--- src/rtl/mem_arbiter_if.sv ---
// Purpose: bundles the two requester ports, the data-memory bus and the
//          status outputs of mem_arbiter into one interface.
// Ports (signals):
//   requester N (N=0,1): reqN, weN, addrN, wdataN -> arbiter; ackN, rdataN <- arbiter
//   memory bus: address, write_data, MemRead, MemWrite from arbiter; read_data to arbiter
//   status: busy, cnt0, cnt1 from arbiter
// Modports: slave = arbiter view, master = environment (requesters + memory) view.
`timescale 1ns/1ps

interface mem_arbiter_if #(
    parameter int unsigned DATA_W = 32,
    parameter int unsigned ADDR_W = 32
);
    logic              req0;
    logic              we0;
    logic [ADDR_W-1:0] addr0;
    logic [DATA_W-1:0] wdata0;
    logic              ack0;
    logic [DATA_W-1:0] rdata0;

    logic              req1;
    logic              we1;
    logic [ADDR_W-1:0] addr1;
    logic [DATA_W-1:0] wdata1;
    logic              ack1;
    logic [DATA_W-1:0] rdata1;

    logic [ADDR_W-1:0] address;
    logic [DATA_W-1:0] write_data;
    logic              MemRead;
    logic              MemWrite;
    logic [DATA_W-1:0] read_data;

    logic              busy;
    logic [7:0]        cnt0;
    logic [7:0]        cnt1;

    modport slave (
        input  req0, we0, addr0, wdata0,
        input  req1, we1, addr1, wdata1,
        input  read_data,
        output ack0, rdata0, ack1, rdata1,
        output address, write_data, MemRead, MemWrite,
        output busy, cnt0, cnt1
    );

    modport master (
        output req0, we0, addr0, wdata0,
        output req1, we1, addr1, wdata1,
        output read_data,
        input  ack0, rdata0, ack1, rdata1,
        input  address, write_data, MemRead, MemWrite,
        input  busy, cnt0, cnt1
    );
endinterface

--- src/rtl/mem_arbiter.sv ---
// Purpose: two-port round-robin arbiter in front of a single-ported data memory.
//          Each transaction takes IDLE -> ACCESS -> DONE: the request is latched
//          at edge k, the memory is driven for one cycle, and the winner's ack
//          pulses during cycle k+2.
// Ports:
//   CLK  - clock, all state changes on the rising edge
//   RST  - asynchronous active-high reset
//   bus  - mem_arbiter_if.slave: requester ports 0/1, memory bus, busy, cnt0/cnt1
`timescale 1ns/1ps

module mem_arbiter #(
    parameter int unsigned DATA_W = 32,
    parameter int unsigned ADDR_W = 32
) (
    input  logic         CLK,
    input  logic         RST,
    mem_arbiter_if.slave bus
);
    localparam int unsigned CNT_W   = 8;
    localparam logic [CNT_W-1:0] CNT_MAX = CNT_W'(255);

    typedef enum logic [1:0] {
        IDLE   = 2'd0,
        ACCESS = 2'd1,
        DONE   = 2'd2
    } state_t;

    state_t            state_q, state_d;
    logic              last_q, last_d;     // port granted most recently
    logic              win_q, win_d;       // port owning the current transaction
    logic              we_q, we_d;
    logic [ADDR_W-1:0] address_q, address_d;
    logic [DATA_W-1:0] write_data_q, write_data_d;
    logic              mem_read_q, mem_read_d;
    logic              mem_write_q, mem_write_d;
    logic              ack0_q, ack0_d;
    logic              ack1_q, ack1_d;
    logic [DATA_W-1:0] rdata0_q, rdata0_d;
    logic [DATA_W-1:0] rdata1_q, rdata1_d;
    logic [CNT_W-1:0]  cnt0_q, cnt0_d;
    logic [CNT_W-1:0]  cnt1_q, cnt1_d;
    logic              busy_q, busy_d;
    logic              grant_c;            // winner of the current IDLE arbitration
    logic              sel_we_c;

    // Next-state and next-output logic
    always_comb begin
        state_d      = state_q;
        last_d       = last_q;
        win_d        = win_q;
        we_d         = we_q;
        address_d    = '0;
        write_data_d = '0;
        mem_read_d   = 1'b0;
        mem_write_d  = 1'b0;
        ack0_d       = 1'b0;
        ack1_d       = 1'b0;
        rdata0_d     = rdata0_q;
        rdata1_d     = rdata1_q;
        cnt0_d       = cnt0_q;
        cnt1_d       = cnt1_q;
        // On a tie the port that did not win last time gets the grant
        grant_c      = (bus.req0 && bus.req1) ? ~last_q : bus.req1;
        sel_we_c     = grant_c ? bus.we1 : bus.we0;

        case (state_q)
            IDLE: begin
                if (bus.req0 || bus.req1) begin
                    state_d      = ACCESS;
                    last_d       = grant_c;
                    win_d        = grant_c;
                    we_d         = sel_we_c;
                    address_d    = grant_c ? bus.addr1  : bus.addr0;
                    write_data_d = grant_c ? bus.wdata1 : bus.wdata0;
                    mem_write_d  = sel_we_c;
                    mem_read_d   = ~sel_we_c;
                end
            end
            ACCESS: begin
                state_d = DONE;
                if (win_q) begin
                    ack1_d = 1'b1;
                    if (!we_q) rdata1_d = bus.read_data;
                    if (cnt1_q != CNT_MAX) cnt1_d = cnt1_q + CNT_W'(1);
                end else begin
                    ack0_d = 1'b1;
                    if (!we_q) rdata0_d = bus.read_data;
                    if (cnt0_q != CNT_MAX) cnt0_d = cnt0_q + CNT_W'(1);
                end
            end
            DONE: begin
                state_d = IDLE;
            end
            default: begin
                state_d = IDLE;
            end
        endcase

        busy_d = (state_d != IDLE);
    end

    // State and output registers; reset clears MemWrite at once so an
    // interrupted write never reaches the memory edge
    always_ff @(posedge CLK or posedge RST) begin
        if (RST) begin
            state_q      <= IDLE;
            last_q       <= 1'b1;
            win_q        <= 1'b0;
            we_q         <= 1'b0;
            address_q    <= '0;
            write_data_q <= '0;
            mem_read_q   <= 1'b0;
            mem_write_q  <= 1'b0;
            ack0_q       <= 1'b0;
            ack1_q       <= 1'b0;
            rdata0_q     <= '0;
            rdata1_q     <= '0;
            cnt0_q       <= '0;
            cnt1_q       <= '0;
            busy_q       <= 1'b0;
        end else begin
            state_q      <= state_d;
            last_q       <= last_d;
            win_q        <= win_d;
            we_q         <= we_d;
            address_q    <= address_d;
            write_data_q <= write_data_d;
            mem_read_q   <= mem_read_d;
            mem_write_q  <= mem_write_d;
            ack0_q       <= ack0_d;
            ack1_q       <= ack1_d;
            rdata0_q     <= rdata0_d;
            rdata1_q     <= rdata1_d;
            cnt0_q       <= cnt0_d;
            cnt1_q       <= cnt1_d;
            busy_q       <= busy_d;
        end
    end

    assign bus.address    = address_q;
    assign bus.write_data = write_data_q;
    assign bus.MemRead    = mem_read_q;
    assign bus.MemWrite   = mem_write_q;
    assign bus.ack0       = ack0_q;
    assign bus.ack1       = ack1_q;
    assign bus.rdata0     = rdata0_q;
    assign bus.rdata1     = rdata1_q;
    assign bus.cnt0       = cnt0_q;
    assign bus.cnt1       = cnt1_q;
    assign bus.busy       = busy_q;
endmodule

--- src/flat_wrapper.sv ---
// flat-port wrapper written by rule: the top's interface ports become plain ports
module mem_arbiter_flat 
#(
    parameter int unsigned DATA_W = 32,
    parameter int unsigned ADDR_W = 32
)
  (CLK, RST, bus_req0, bus_we0, bus_addr0, bus_wdata0, bus_req1, bus_we1, bus_addr1, bus_wdata1, bus_read_data, bus_ack0, bus_rdata0, bus_ack1, bus_rdata1, bus_address, bus_write_data, bus_MemRead, bus_MemWrite, bus_busy, bus_cnt0, bus_cnt1);
  mem_arbiter_if #(.DATA_W(DATA_W), .ADDR_W(ADDR_W)) bus_i ();
  input  logic CLK;
  input  logic RST;
  input wire logic [$bits(bus_i.req0)-1:0] bus_req0;
  input wire logic [$bits(bus_i.we0)-1:0] bus_we0;
  input wire logic [$bits(bus_i.addr0)-1:0] bus_addr0;
  input wire logic [$bits(bus_i.wdata0)-1:0] bus_wdata0;
  input wire logic [$bits(bus_i.req1)-1:0] bus_req1;
  input wire logic [$bits(bus_i.we1)-1:0] bus_we1;
  input wire logic [$bits(bus_i.addr1)-1:0] bus_addr1;
  input wire logic [$bits(bus_i.wdata1)-1:0] bus_wdata1;
  input wire logic [$bits(bus_i.read_data)-1:0] bus_read_data;
  output wire logic [$bits(bus_i.ack0)-1:0] bus_ack0;
  output wire logic [$bits(bus_i.rdata0)-1:0] bus_rdata0;
  output wire logic [$bits(bus_i.ack1)-1:0] bus_ack1;
  output wire logic [$bits(bus_i.rdata1)-1:0] bus_rdata1;
  output wire logic [$bits(bus_i.address)-1:0] bus_address;
  output wire logic [$bits(bus_i.write_data)-1:0] bus_write_data;
  output wire logic [$bits(bus_i.MemRead)-1:0] bus_MemRead;
  output wire logic [$bits(bus_i.MemWrite)-1:0] bus_MemWrite;
  output wire logic [$bits(bus_i.busy)-1:0] bus_busy;
  output wire logic [$bits(bus_i.cnt0)-1:0] bus_cnt0;
  output wire logic [$bits(bus_i.cnt1)-1:0] bus_cnt1;
  assign bus_i.req0 = bus_req0;
  assign bus_i.we0 = bus_we0;
  assign bus_i.addr0 = bus_addr0;
  assign bus_i.wdata0 = bus_wdata0;
  assign bus_i.req1 = bus_req1;
  assign bus_i.we1 = bus_we1;
  assign bus_i.addr1 = bus_addr1;
  assign bus_i.wdata1 = bus_wdata1;
  assign bus_i.read_data = bus_read_data;
  assign bus_ack0 = bus_i.ack0;
  assign bus_rdata0 = bus_i.rdata0;
  assign bus_ack1 = bus_i.ack1;
  assign bus_rdata1 = bus_i.rdata1;
  assign bus_address = bus_i.address;
  assign bus_write_data = bus_i.write_data;
  assign bus_MemRead = bus_i.MemRead;
  assign bus_MemWrite = bus_i.MemWrite;
  assign bus_busy = bus_i.busy;
  assign bus_cnt0 = bus_i.cnt0;
  assign bus_cnt1 = bus_i.cnt1;
  mem_arbiter #(.DATA_W(DATA_W), .ADDR_W(ADDR_W)) u_core (.CLK(CLK), .RST(RST), .bus(bus_i));
endmodule
--- config.mk ---
export PLATFORM = sky130hd
export DESIGN_NAME = mem_arbiter_flat
export DESIGN_NICKNAME = d
export VERILOG_FILES = /design/src/rtl/mem_arbiter_if.sv /design/src/rtl/mem_arbiter.sv /design/src/flat_wrapper.sv
export SDC_FILE = /design/constraint.sdc
export NUM_CORES = 1
export LEC_CHECK = 0
export BUFFER_PORTS_ARGS = -buffer_cell sky130_fd_sc_hd__buf_2
export CELL_PAD_IN_SITES_DETAIL_PLACEMENT = 1
export CELL_PAD_IN_SITES_GLOBAL_PLACEMENT = 1
export CORE_AREA = 2 2 138 140
export CTS_CLUSTER_DIAMETER = 60
export DETAILED_ROUTE_END_ITERATION = 8
export DIE_AREA = 0 0 140 142
export PLACE_DENSITY = 0.76
export RECOVER_POWER = 50
export SETUP_SLACK_MARGIN = 0.15
export SYNTH_ARGS = -nofsm -noshare
export SYNTH_HDL_FRONTEND = slang
export SYNTH_SLANG_ARGS = --single-unit
export TNS_END_PERCENT = 100
--- constraint.sdc ---
create_clock -name CLK -period 6.4 [get_ports CLK]
set_clock_uncertainty 0.05 [all_clocks]
set_input_delay 0.96 -clock CLK [delete_from_list [all_inputs] [get_ports CLK]]
set_output_delay 0.96 -clock CLK [all_outputs]
set_load 0.02 [all_outputs]
* Word level (Yosys, flattened, before mapping)
Index checks and enable logic that the tools add are counted.
Widths: inputs -> output; s select.
** Word-level totals
- Flip-flop bits (word level) :: 154
- Input bits :: 166
- Output and inout port bits :: 149
** Operators by class
- Add/sub/neg operators :: 2
- Eq/ne operators :: 3
- Muxes and demuxes :: 18
- Bitwise gates (word level) :: 4
- Reductions and logical operators :: 9
** Operators by type and width (number)
- $mux 32 :: 6
- $add 8x1->8 const B :: 2
- $ne 8x8->1 const B :: 2
- $reduce_and 3->1 :: 4
- $mux 1 :: 10
- $not 1->1 :: 4
- $pmux 2 s2 :: 1
- $eq 2x1->1 const B :: 1
- $logic_not 2->1 :: 1
- $mux 2 :: 1
- $reduce_and 2->1 :: 1
- $reduce_bool 2->1 :: 1
- $logic_and 1x1->1 :: 1
- $logic_or 1x1->1 :: 1

* Logic depth before layout (Yosys ltp)
Gate-level depths: netlist (run 1).
- Word-level depth :: 6
- Gate-level depth with buffers :: 5

* Worst setup path before layout (run 1)
Ideal clock, no wire load.
- Kind :: input -> register
- Start :: input bus_req1
- End :: register u_core.write_data_q[24] (netlist: u_core.bus.write_data[24])
- Setup time :: 0.078 ns
- Data arrival time :: 1.784 ns
- Required time :: 6.272 ns
- Path slack :: 4.488 ns
- Stages :: 5
- Cells stage by stage :: a21bo_2 > buf_2 > buf_1 > nand2_1 > a21oi_1
** Between the ends
- Longest elaborated chain between the ends :: 5
** Ends and longest elaborated chain
- from (decl) :: RTL line flat_wrapper.sv:15 : input wire logic [$bits(bus_i.req1)-1:0] bus_req1;
- $logic_and 1x1->1 :: RTL line mem_arbiter.sv:63 : grant_c = (bus.req0 && bus.req1) ? ~last_q : bus.req1;
- $mux 1 :: RTL line mem_arbiter.sv:63
- $mux 32 :: RTL line mem_arbiter.sv:74 : write_data_d = grant_c ? bus.wdata1 : bus.wdata0;
- $mux 32 * :: RTL line mem_arbiter.sv:68 : if (bus.req0 || bus.req1) begin
- $mux 32 * :: RTL line mem_arbiter.sv:66 : case (state_q)
- via u_core.write_data_d[24] :: RTL line mem_arbiter.sv:33 : logic [DATA_W-1:0] write_data_q, write_data_d;
- to (signal assigned) :: RTL line mem_arbiter.sv:127 : write_data_q <= write_data_d;
- to (decl) :: RTL line mem_arbiter.sv:33
Mark *: on every way through the listed nets, which the timed path passes. The rest lies on a longest branch.
A chain may end at the register's enable or synchronous reset.

* Worst setup path after layout (run 1)
- Start :: input bus_req0
- End :: register u_core.address_q[8] (netlist: u_core.bus.address[8])
** Between the ends
- Longest elaborated chain between the ends :: 5
** Ends and longest elaborated chain
- from (decl) :: RTL line flat_wrapper.sv:11 : input wire logic [$bits(bus_i.req0)-1:0] bus_req0;
- $logic_and 1x1->1 :: RTL line mem_arbiter.sv:63
- $mux 1 :: RTL line mem_arbiter.sv:63
- $mux 32 :: RTL line mem_arbiter.sv:73 : address_d = grant_c ? bus.addr1 : bus.addr0;
- $mux 32 * :: RTL line mem_arbiter.sv:68
- $mux 32 * :: RTL line mem_arbiter.sv:66
- via u_core.address_d[8] :: RTL line mem_arbiter.sv:32 : logic [ADDR_W-1:0] address_q, address_d;
- to (signal assigned) :: RTL line mem_arbiter.sv:126 : address_q <= address_d;
- to (decl) :: RTL line mem_arbiter.sv:32
Marked as above.

==> results_dict.tcl, run 1 <==
set metrics [dict create \
    design.die.area_um2 19900 \
    tightest_slew_ns 1.93 \
    hold_path.class "reg2reg" \
    violations_in_the_final_reports "DRC, capacitance limit, slew limit" \
    clockRootBuffer "sky130_fd_sc_hd__clkbuf_16" \
    cp.buffers_inverters 2 \
    syn_std_cell_area_um2 6130 \
    reg2regPathDepth 4 \
    postSynthNetCount 689 \
    cp_data_arrival_time_ns 3.31 \
    grt_antenna_before_repair 0 \
    place_inst 1047 \
    drv_slew 48 \
    global_route.overflow_total 0 \
    post-route-drc-count 26 \
    vias_per_cell 4.72 \
    cts_tree "done" \
    critPathTopFamily "compound AO/OA/AOI/OAI gates" \
    routabilityCongestion 0.746 \
    syn_inst_count 521 \
    p_per_area_nw_per_um2 492 \
    layout-drive-gt1-share_pct 34.0 \
    tns_setup_ns 0 \
    postSynth.topFlopCell "sky130_fd_sc_hd__dfrtp_1" \
    place_hpwl_mm 13.3 \
    part_of_the_cycle_the_worst_path_needs_pct 48.5 \
    numCtsBuffers 17 \
    setup.worst_path.end_class "flop" \
    via_count_of_the_first_global_routing_pass 5273 \
    htree_levels 4 \
    timing.critical_path.cells "clkbuf_1 -> o21ai_0 -> buf_4 -> a21oi_1" \
    asyncSetResetFlopFracSynth_pct 100 \
    drt_iter0_markers 255 \
    routed-via-count 5090 \
    insertion_delay_of_the_later_clocked_pin_in_the_worst_skew_pair_ns 0.41 \
    vdd.ir_drop.worst_v 0.000166 \
    cts.sink_count 154 \
    routed_wirelength_mm 18.3 \
    timing.hold.ws_ns 0.434 \
    holdPathEnd "u_core.bus.rdata1[14]$_DFFE_PP0P_" \
    grt_pass1_wl_mm 28.7 \
    min_delay_path_depth 1 \
    outcome "finished, violations left" \
    die_y_um 142 \
    maxCapViolCount 2 \
    rr_endpoint "u_core.bus.rdata0[3]$_DFFE_PP0P_" \
    num-nets-final 1000 \
    timing.critical_path.required_ns 6.60 \
    synth-edff-count 0 \
    timing.critical_path.slowest_cell_delay_ns 1.34 \
    design.portCount 315 \
    postPlaceCellArea_um2 7910 \
    setup_viol_count_final 0 \
    ys_ff_latch 154 \
    final_cell_mix "207 x sky130_fd_sc_hd__buf_2, 153 x sky130_fd_sc_hd__dfrtp_1, 138 x sky130_fd_sc_hd__nand2_1, 108 x sky130_fd_sc_hd__clkbuf_1, 69 x sky130_fd_sc_hd__a21oi_1" \
    ant_nets 0 \
    timing.critical_path.fanout_max 58 \
    n_antenna_cell 0 \
    post-route-worst-setup-slack_ns 3.29 \
    yosysUniqueCellTypes 43 \
    initial_core_util_pct 33.2 \
    final-hold-violation-count 0 \
    pre_cts_slack_ns 3.64 \
    postCtsResizedCells 0 \
    grt_start_max_net_pins 85 \
    postCtsSetupRepairBufs 0 \
    clk_transition_reported_paths_ns 0.06 \
    syn2layout_area_growth_pct 35.9 \
    post_layout_nonfiller_instances 1078 \
    floorplan.core_area_um2 18500 \
    rsz0062_at_grt "no" \
    period_minus_slack_ns 3.11 \
    synth_seq_area_share_pct 62.9 \
    timing.hold.worst.start "u_core.bus.rdata1[14]$_DFFE_PP0P_" \
    detail_route.wl_per_cell_um 17.0 \
    std_cell_rows 50 \
    p_leak_nw 4.08 \
    crit-reg2reg-launch "u_core.state_q[1]$_DFF_PP0_" \
    worstSetupPathType "in2reg" \
    width_of_the_die_um 140 \
    grt.total_usage_pct 18.4 \
    worst_path_max_delay_cell "sky130_fd_sc_hd__o21ai_0" \
    max_clock_freq_ghz 0.322 \
    ctsHoldBuffers 0 \
    synth.avg_cell_area_um2 11.8 \
    worstSetupStartpointType "primary input" \
    timing.reg2reg.setup_slack_ns 3.40 \
    layout_commonest_cell "sky130_fd_sc_hd__buf_2" \
    yosysWarningCount 0 \
    cts_buffer_depth 2 \
    max_slew_margin_pct -28.7 \
    stdcell_area_um2 8320 \
    drtPass1Iterations 9 \
    io_buffers 314 \
]
registers in the layout (all words and copies together) (netlist names), 2 cells and up:
signal,count
u_core.bus.address,32
u_core.bus.cnt0,8
u_core.bus.cnt1,8
u_core.bus.rdata0,32
u_core.bus.rdata1,32
u_core.bus.write_data,32
u_core.state_q,2
logic make-up after synthesis:
kind of cell / after synthesis / synth area share, %
AND/OR/NAND/NOR: 168 / 12.0
XOR/XNOR: 4 / 0.572
buffers and inverters: 36 / 2.94
multiplexers: 77 / 14.1
AO/OA/AOI/OAI: 80 / 7.02
adder cells (fa/ha/maj): 2 / 0.408
flip-flops: 154 / 62.9
power by group:
group | internal, W | switching (W)
Combinational | 0.000510 | 0.00101
Clock | 0.000583 | 0.000427
Sequential | 0.00135 | 0.000210
Total | 0.00244 | 0.00165
worst register-to-register path: cells and delay by family, from the launching register on:
kind	cells	cell delay [ns]
mux	1	0.49
flops	1	0.43
simple gates	2	0.52
buf+inv	1	1.40
routing by layer:
layer / vias up / wire length (µm) / global-route usage, %
met5: - / 0 / 0
met4: 0 / 231 / 5.53
met3: 14 / 1820 / 6.80
met2: 226 / 8820 / 30.7
met1: 2476 / 7470 / 22.3
li1: 2374 / - / -
area by class of cell:
class                   instances  area [µm²]
clock inverters                14         161
multi-input cells             331        2080
inverters                       9        38.8
clock buffers                  17         425
flip-flops and latches        154        3850
fillers                      2157       10100
repair buffers                319        1470
well taps                     234         293
through the flow:
step,utilization (%),power (W)
floorplan,-,0.00257
global placement,42.8,0.00315
detailed placement,42.8,0.00319
CTS,46.0,0.00423
global route,45.1,0.00434
finish,45.1,0.00409
synthesized netlist by cell type, types with 3 or more instances:
cell type	count	share of area [%]
sky130_fd_sc_hd__a21oi_1	69	5.6
sky130_fd_sc_hd__buf_1	4	0.24
sky130_fd_sc_hd__buf_2	9	0.74
sky130_fd_sc_hd__buf_4	3	0.37
sky130_fd_sc_hd__buf_6	3	0.55
sky130_fd_sc_hd__clkbuf_1	8	0.49
sky130_fd_sc_hd__dfrtp_1	153	62
sky130_fd_sc_hd__inv_1	8	0.49
sky130_fd_sc_hd__mux2_1	34	6.2
sky130_fd_sc_hd__mux2_2	40	7.4
sky130_fd_sc_hd__mux2i_1	3	0.49
sky130_fd_sc_hd__nand2_1	138	8.5
sky130_fd_sc_hd__nand3_1	3	0.24
sky130_fd_sc_hd__nand4_1	3	0.31
sky130_fd_sc_hd__nor2_1	4	0.24
sky130_fd_sc_hd__nor3_1	3	0.24
sky130_fd_sc_hd__nor4_1	3	0.31
worst max-delay path by stage:
stage | from | end | cells past startpoint
CTS | RST | u_core.bus.address[13]$_DFF_PP0_ | 3
finish | bus_req0 | u_core.bus.address[8]$_DFF_PP0_ | 4
global route | bus_req0 | u_core.we_q$_DFFE_PP0P_ | 4
global placement | RST | u_core.bus.rdata1[18]$_DFFE_PP0P_ | 3
detailed placement | RST | u_core.bus.rdata0[6]$_DFFE_PP0P_ | 3
floorplan | RST | u_core.bus.MemRead$_DFF_PP0_ | 1
No activity file was read; power rests on OpenSTA's default activity.
==> run 2: changes to the inputs <==
Settings changed: CORE_AREA 2 2 138 140 to 2 2 146 148, DIE_AREA 0 0 140 142 to 0 0 148 150, PLACE_DENSITY 0.76 to 0.72.
Clock period 6.4 ns to 2.54 ns, I/O delays scaled along.
==> results_dict.tcl, run 2 (synthesized netlist as in run 1, its figures left out) <==
set metrics [dict create \
    std_cell_rows 53 \
    area_of_the_multi_input_gates_um2 2090 \
    share_of_total_power_consumed_by_net_switching_pct 40.4 \
    power.share.sequential_pct 37.5 \
    cts_buffer_depth 2 \
    postCtsResizedCells 0 \
    drtPass1Iterations 4 \
    insertion_delay_of_the_later_clocked_pin_in_the_worst_skew_pair_ns 0.41 \
    vias_per_cell 4.55 \
    worstSetupStartpointType "flop" \
    setup.worst_path.end_class "flop" \
    global_route.overflow_total 0 \
    num-nets-final 1016 \
    post-route-drc-count 0 \
    period_minus_slack_ns 1.93 \
    tns_setup_ns 0 \
    timing.critical_path.fanout_max 17 \
    htree_levels 4 \
    layout-drive-gt1-share_pct 40.0 \
    design.portCount 315 \
    cts.sink_count 154 \
    hold_path.class "in2reg" \
    outcome "completed" \
    detail_route.wl_per_cell_um 16.6 \
    crit-reg2reg-launch "u_core.state_q[0]$_DFF_PP0_" \
    width_of_the_die_um 148 \
    design.die.area_um2 22200 \
    final-hold-violation-count 0 \
    floorplan.core_area_um2 20700 \
    p_leak_nw 4.28 \
    comb_power_share_pct 38.3 \
    timing.critical_path.required_ns 2.78 \
    power_w 0.0104 \
    routed_wirelength_mm 18.8 \
    tightest_slew_ns 0.945 \
    n_antenna_cell 0 \
    io_buffers 314 \
    reg2regPathDepth 4 \
    p_per_area_nw_per_um2 1210 \
    pre_cts_slack_ns 0.682 \
    min_delay_path_depth 3 \
    worstSetupPathType "reg2reg" \
    routed-via-count 5166 \
    postPlaceCellArea_um2 8130 \
    timing.reg2reg.setup_slack_ns 0.61 \
    internal_dissipation_w 0.00622 \
    clk_transition_reported_paths_ns 0.07 \
    routabilityCongestion 0.737 \
    drt_iter0_markers 114 \
    rsz0062_at_grt "no" \
    via_count_of_the_first_global_routing_pass 5549 \
    numCtsBuffers 17 \
    layout_commonest_cell "sky130_fd_sc_hd__buf_2" \
    grt_antenna_before_repair 0 \
    part_of_the_cycle_the_worst_path_needs_pct 75.8 \
    cp_data_arrival_time_ns 2.17 \
    pwr-share-clk_pct 24.2 \
    stdcell_area_um2 8600 \
    vdd.ir_drop.worst_v 0.000404 \
    initial_core_util_pct 29.6 \
    clockRootBuffer "sky130_fd_sc_hd__clkbuf_16" \
    fillerInstances 2432 \
    die_y_um 150 \
    timing.hold.worst.start "bus_addr1[12]" \
    power.switching_w 0.00421 \
    holdPathEnd "u_core.bus.address[12]$_DFF_PP0_" \
    max_slew_margin_pct 37.0 \
    grt.total_usage_pct 17.1 \
    rr_endpoint "u_core.win_q$_DFFE_PP0P_" \
    ant_nets 0 \
    maxCapViolCount 0 \
    final_cell_mix "247 x sky130_fd_sc_hd__buf_2, 153 x sky130_fd_sc_hd__dfrtp_1, 138 x sky130_fd_sc_hd__nand2_1, 69 x sky130_fd_sc_hd__a21oi_1, 69 x sky130_fd_sc_hd__clkbuf_1" \
    place_hpwl_mm 13.8 \
    syn2layout_area_growth_pct 40.3 \
    post-route-worst-setup-slack_ns 0.614 \
    setup_viol_count_final 0 \
    ff_latch_area_um2 3850 \
    fin_util_pct 41.6 \
    grt_start_max_net_pins 65 \
    drv_slew 0 \
    max_clock_freq_ghz 0.519 \
    grt_pass1_wl_mm 29.9 \
    cts_tree "done" \
]
==> run 2: changes by cell type in the layout (fill, tap and decap cells not counted), moves of 2 or more <==
cell                         change
sky130_fd_sc_hd__clkinv_2        -2
sky130_fd_sc_hd__buf_2          +40
sky130_fd_sc_hd__clkinvlp_4      +2
sky130_fd_sc_hd__clkbuf_1       -39
sky130_fd_sc_hd__buf_4          +10
sky130_fd_sc_hd__buf_12          +4
==> run 2: how the worst max path moves through the flow <==
stage,startpoint,cells after the start,end
finish,u_core.state_q[0]$_DFF_PP0_,4,u_core.win_q$_DFFE_PP0P_
global route,u_core.state_q[0]$_DFF_PP0_,4,u_core.win_q$_DFFE_PP0P_
CTS,u_core.state_q[1]$_DFF_PP0_,4,u_core.bus.rdata0[7]$_DFFE_PP0P_
detailed placement,u_core.state_q[1]$_DFF_PP0_,4,u_core.bus.rdata0[14]$_DFFE_PP0P_
global placement,u_core.state_q[1]$_DFF_PP0_,4,u_core.bus.rdata0[0]$_DFFE_PP0P_
floorplan,RST,1,u_core.bus.MemRead$_DFF_PP0_
==> run 2: final cells by class <==
| type | instances | area share (%) |
|---|---|---|
| repair buffers | 335 | 19.7 |
| multi-input cells | 331 | 24.3 |
| clock inverters | 14 | 1.78 |
| clock buffers | 18 | 4.99 |
| well taps | 275 | 4.00 |
| flip-flops and latches | 154 | 44.8 |
| inverters | 9 | 0.407 |
==> run 2: metrics by stage <==
stage               hold slack, ns  cells
floorplan                    0.448    521
global placement             0.325   1103
detailed placement           0.323   1103
CTS                          0.116   1136
global route                 0.120   1136
finish                       0.139   1136
==> run 2: power groups by stage <==
stage	Clock (W)	Combinational (W)	Sequential [W]
finish	0.00253	0.00399	0.00391
floorplan	0	0.00145	0.00504
global route	0.00272	0.00433	0.00405
detailed placement	0	0.00417	0.00397
CTS	0.00261	0.00418	0.00393
global placement	0	0.00408	0.00393
==> run 2: timing repair <==
action / 4_1_cts / 5_1_grt
hold buffers: 1 / 0
endpoints found under the hold margin: 7 / 0
setup buffers: 0 / 0
==> run 2: routing by layer <==
metal  vias up  part of all wire [%]  track usage, %
met1      2520                    40            20.4
met5         -                     0               0
met3        14                   9.0            6.52
li1       2410                     -               -
met4         0                   1.3            5.29
met2       222                    50            28.8
==> run 2: worst max-delay path, cell delays in order (launching register included) <==
cell,delay [ns]
sky130_fd_sc_hd__dfrtp_1,0.42
sky130_fd_sc_hd__nor2_1,0.12
sky130_fd_sc_hd__o21ai_4,0.08
sky130_fd_sc_hd__clkbuf_1,0.72
sky130_fd_sc_hd__mux2_2,0.41
